`src/rtl/uart_tx_mapper.sv`:
```
// CPU-facing 8N1 UART transmitter with a write buffer, status byte and transmit-complete interrupt.
// Define UART_TX_FIFO_EN for a FIFO_DEPTH-entry circular buffer; otherwise a single holding register is used.
module uart_tx_mapper #(
  parameter int CLKS_PER_BIT = 434,
  parameter int FIFO_DEPTH   = 4
) (
  input  logic       clk,
  input  logic       rst,
  input  logic [7:0] data_in,
  input  logic       write_en,
  output logic [7:0] status_out,
  output logic       interupt,
  input  logic       clear_interupt,
  output logic       tx
);

  localparam int CNT_W = $clog2(CLKS_PER_BIT);
  localparam int LVL_W = $clog2(FIFO_DEPTH) + 1;
  localparam logic [CNT_W-1:0] BIT_LAST = CNT_W'(CLKS_PER_BIT - 1);

  typedef enum logic [1:0] {
    IDLE,
    START,
    DATA,
    STOP
  } state_t;

  state_t           state;
  logic [CNT_W-1:0] baud_cnt;
  logic [2:0]       bit_idx;
  logic [7:0]       shift_reg;
  logic             overflow;
  logic [LVL_W-1:0] level;
  logic [7:0]       head_data;
  logic             buf_full;
  logic             buf_empty;
  logic             pop;
  logic             push;
  logic             drop;
  logic             baud_tick;

  // A pop in the same cycle frees a slot, so a write to a full buffer is still accepted then.
  assign buf_empty = (level == '0);
  assign pop       = (state == IDLE) && !buf_empty;
  assign push      = write_en && (!buf_full || pop);
  assign drop      = write_en && buf_full && !pop;
  assign baud_tick = (baud_cnt == '0);

`ifdef UART_TX_FIFO_EN
  localparam int PTR_W = $clog2(FIFO_DEPTH);

  logic [7:0]       mem [FIFO_DEPTH];
  logic [PTR_W-1:0] rd_ptr;
  logic [PTR_W-1:0] wr_ptr;

  assign buf_full  = (level == LVL_W'(FIFO_DEPTH));
  assign head_data = mem[rd_ptr];

  always_ff @(posedge clk) begin
    if (rst) begin
      rd_ptr <= '0;
      wr_ptr <= '0;
      level  <= '0;
    end else begin
      if (push) begin
        mem[wr_ptr] <= data_in;
        wr_ptr      <= wr_ptr + 1'b1;
      end
      if (pop) begin
        rd_ptr <= rd_ptr + 1'b1;
      end
      case ({push, pop})
        2'b10:   level <= level + 1'b1;
        2'b01:   level <= level - 1'b1;
        default: level <= level;
      endcase
    end
  end
`else
  logic [7:0] hold_reg;

  assign buf_full  = !buf_empty;
  assign head_data = hold_reg;

  always_ff @(posedge clk) begin
    if (rst) begin
      level <= '0;
    end else begin
      if (push) begin
        hold_reg <= data_in;
      end
      case ({push, pop})
        2'b10:   level <= level + 1'b1;
        2'b01:   level <= level - 1'b1;
        default: level <= level;
      endcase
    end
  end
`endif

  always_ff @(posedge clk) begin
    if (rst) begin
      state     <= IDLE;
      tx        <= 1'b1;
      baud_cnt  <= '0;
      bit_idx   <= '0;
      shift_reg <= '0;
      interupt  <= 1'b0;
    end else begin
      if (state != IDLE) begin
        baud_cnt <= baud_tick ? BIT_LAST : baud_cnt - 1'b1;
      end
      case (state)
        IDLE: begin
          if (!buf_empty) begin
            shift_reg <= head_data;
            tx        <= 1'b0;
            baud_cnt  <= BIT_LAST;
            state     <= START;
          end else begin
            tx <= 1'b1;
          end
        end
        START: begin
          if (baud_tick) begin
            tx      <= shift_reg[0];
            bit_idx <= '0;
            state   <= DATA;
          end
        end
        DATA: begin
          if (baud_tick) begin
            if (bit_idx == 3'd7) begin
              tx    <= 1'b1;
              state <= STOP;
            end else begin
              shift_reg <= shift_reg >> 1;
              tx        <= shift_reg[1];
              bit_idx   <= bit_idx + 1'b1;
            end
          end
        end
        STOP: begin
          if (baud_tick) begin
            state <= IDLE;
          end
        end
        default: state <= IDLE;
      endcase
      // Interrupt only fires when nothing is left to send; a new set beats a simultaneous clear.
      if (state == STOP && baud_tick && buf_empty) begin
        interupt <= 1'b1;
      end else if (clear_interupt) begin
        interupt <= 1'b0;
      end
    end
  end

  always_ff @(posedge clk) begin
    if (rst) begin
      overflow <= 1'b0;
    end else if (drop) begin
      overflow <= 1'b1;
    end else if (clear_interupt) begin
      overflow <= 1'b0;
    end
  end

  // Status is a snapshot register, so it trails the buffer and FSM state by one edge.
  always_ff @(posedge clk) begin
    if (rst) begin
      status_out <= 8'h04;
    end else begin
      status_out <= {4'b0000, overflow, (buf_empty && state == IDLE), (state != IDLE), buf_full};
    end
  end

endmodule

```
`config.mk`:
```
export PLATFORM = sky130hd
export DESIGN_NAME = uart_tx_mapper
export DESIGN_NICKNAME = d
export VERILOG_FILES = /design/src/rtl/uart_tx_mapper.sv
export SDC_FILE = /design/constraint.sdc
export NUM_CORES = 1
export LEC_CHECK = 0
export CAP_MARGIN = 20
export CORE_UTILIZATION = 55
export DETAILED_ROUTE_END_ITERATION = 6
export PLACE_DENSITY = 0.78
export SLEW_MARGIN = 25
export SYNTH_ARGS = -nofsm -noshare
export SYNTH_HDL_FRONTEND = slang
export SYNTH_SLANG_ARGS = --single-unit
```
`constraint.sdc`:
```
create_clock -name clk -period 4.5 [get_ports clk]
set_input_delay 0.45 -clock clk [delete_from_list [all_inputs] [get_ports clk]]
set_output_delay 0.45 -clock clk [all_outputs]
set_load 0.01 [all_outputs]
```
==> flow_metrics.env <==
export IMPL_status="completed"
export IMPL_cts_resized=0
export IMPL_synth_flop_cell="dfxtp_1"
export IMPL_drt_total_wl_um=3567
export IMPL_synth_common_cells="32 x dfxtp_1, 19 x nor2_1, 14 x a21oi_1"
export IMPL_cts_tree="built"
export IMPL_layout_drive_gt1_share=0.07317
export IMPL_place_port_buffers=17
export IMPL_slew_headroom=0.3124
export IMPL_setup_viol=0
export IMPL_syn_mean_instance_area_um2=10.05
export IMPL_cts_root_buf="clkbuf_4"
export IMPL_nets=225
export IMPL_cts_setup_buffers=0
export IMPL_synth_seq_cells=40
export IMPL_num_vias=1454
export IMPL_p_clk_frac=0.135
export IMPL_postRouteAntennaNets=0
export IMPL_min_path_cells=1
export IMPL_grt_max_degree=28
export IMPL_synth_cells=192
export IMPL_cap_violations=0
export IMPL_synth_edf_count=8
export IMPL_yosys_area_top_type_share=0.3320
export IMPL_grt_pass1_vias=1335
export IMPL_core_area_um2=3337
export IMPL_critPathCaptureType="flip-flop"
export IMPL_ys_types=51
export IMPL_drt_initial_drc_count=111
export IMPL_fmax_ghz=0.3702
export IMPL_grt_total_usage=0.2063
export IMPL_dieArea_um2=3749
export IMPL_drc_errors=0
export IMPL_p_switching_w=0.0007209
export IMPL_cp_max_fo=18
export IMPL_grt_pass1_wl_um=5609
export IMPL_globalplace_congestion=0.7768
export IMPL_reg2regPathDepth=9
export IMPL_fin_setup_tns_ns=0
export IMPL_die_h_um=61.23
export IMPL_fin_worst_skew_ns=0.008904
export IMPL_cts_hold_buf=0
export IMPL_clkTransAtPathRegs_ns=0.11
export IMPL_clock_sinks=40
export IMPL_fin_crit_ns=2.701
export IMPL_area_delta_synth_final_pct=11.41
export IMPL_seq_area_frac_synth=0.4565
export IMPL_rows=21
export IMPL_p_sw_frac=0.4293
export IMPL_grt_ovfl_total=0
export IMPL_first_pass_iters=4
export IMPL_die_w_um=61.23
export IMPL_cts_buffer_depth=2
export IMPL_min_path_type="flip-flop to flip-flop"
export IMPL_p_int_w=0.0009585
export IMPL_n_antenna_cell=0
export IMPL_routedWlPerCell_um=14.21
export IMPL_cp_required_ns=4.75
export IMPL_cellLeakagePower_nw=0.7880
export IMPL_irDropWorstVdd_mv=0.3268
export IMPL_synth_area_leaders="dfxtp_1 33%, edfxtp_1 12%, ha_1 5.2%"
export IMPL_tightest_slew_ns=1.028
export IMPL_hold_violations=0
export IMPL_synthesis_area_um2=1929
export IMPL_powerDensity_nw_per_um2=781.3
export IMPL_path_class="flip-flop to flip-flop"
export IMPL_synth_most_common_cell="dfxtp_1"
export IMPL_htreeDepth=2
export IMPL_async_flop_share=0
export IMPL_antenna_found_initial=0
export IMPL_clk_latency_ns=0.34
export IMPL_maxSlewViolCount=0
export IMPL_p_comb_frac=0.530
export IMPL_yosysTopAreaCell="dfxtp_1"
export IMPL_pin_count=22
export IMPL_arrival_ns=2.95
export IMPL_min_period_over_period=0.6002
export IMPL_cp_start_kind="flip-flop"
export IMPL_cts_buffers=5
export IMPL_holdWs_ns=0.4786
export IMPL_dpl_hpwl_um=2566
export IMPL_start_util=0.5782
export IMPL_yosys_warnings=0
export IMPL_largest_register_ffs=9
export IMPL_p_seq_frac=0.335
export IMPL_avgViaCountPerCell=5.793
export IMPL_rsz0062_at_grt="false"
stage by stage:
step / setup WS, ns / area (µm²) / utilization / total power (W) / instances
2_1_floorplan: 2.076 / 1941 / - / 0.001299 / 195
3_5_place_dp: 1.849 / 2073 / 0.6213 / 0.001449 / 243
4_1_cts: 1.812 / 2150 / 0.6442 / 0.001676 / 251
3_3_place_gp: 1.861 / 2073 / 0.6213 / 0.001391 / 243
5_1_grt: 1.621 / 2150 / 0.6442 / 0.001799 / 251
6_report: 1.799 / 2150 / 0.6442 / 0.001679 / 251
layer usage:
layer	share of wire	vias up	track usage
li1	-	724	-
met1	0.45	684	0.2339
met2	0.50	39	0.3587
met3	0.033	7	0.04412
met4	0.017	0	0.1169
met5	0	-	0
layout by cell type, fill, tap and decap left out, drive strengths merged, types with 2 or more instances in the layout:
master,instances
dfxtp,32
nor2,20
clkdlybuf4s50,17
a21oi,14
inv,10
nand2,10
o21ai,8
mux2i,8
ha,8
edfxtp,8
a311oi,7
clkbuf,6
nor3,4
a32oi,4
conb,4
nor2b,3
nor4b,3
xor2,3
or3,2
a221oi,2
nand3,2
nand2b,2
o32a,2
nor4,2
or4,2
path summary, 6_finish.rpt:
check | start | to | slack (ns)
worst max-delay path | state[1] | level[2] | 1.80
worst min-delay path | overflow | status_out[3] | 0.48
worst max register to register | state[1] | level[2] | 1.80
worst min register to register | overflow | status_out[3] | 0.48
critical path, stage by stage (launching register included):
cell     delay (ns)
dfxtp_1        0.40
inv_1          0.08
ha_1           0.40
o21ai_0        0.42
ha_1           0.27
inv_1          0.06
fa_1           0.38
xor2_1         0.17
or3_1          0.30
a21oi_1        0.13
final cells by class:
class                      instances  area (µm²)
inverter                          10       37.54
sequential                        40       880.8
clock buffer                       6       41.29
timing repair buffer              17       170.2
clock inverter                     2       35.03
multi-input combinational        130       927.1
fill                             288        1187
tap                               46       57.56
power by group through the flow:
stage / clock (W) / sequential [W] / combinational, W
floorplan: 0 / 0.000556 / 0.000743
global placement: 0 / 0.000561 / 0.000830
detailed placement: 0 / 0.000568 / 0.000881
CTS: 0.000232 / 0.000560 / 0.000885
global route: 0.000247 / 0.000577 / 0.000975
finish: 0.000227 / 0.000563 / 0.000890
logic make-up after synthesis:
kind of cell,synth area share
compound gates,0.2108
xor+xnor,0.01816
fa+ha+maj,0.06226
buf+inv,0.06874
flops,0.4565
mux,0.04151
other cells,0.001944
simple gates,0.1401
(Power assumes the default switching activity.)
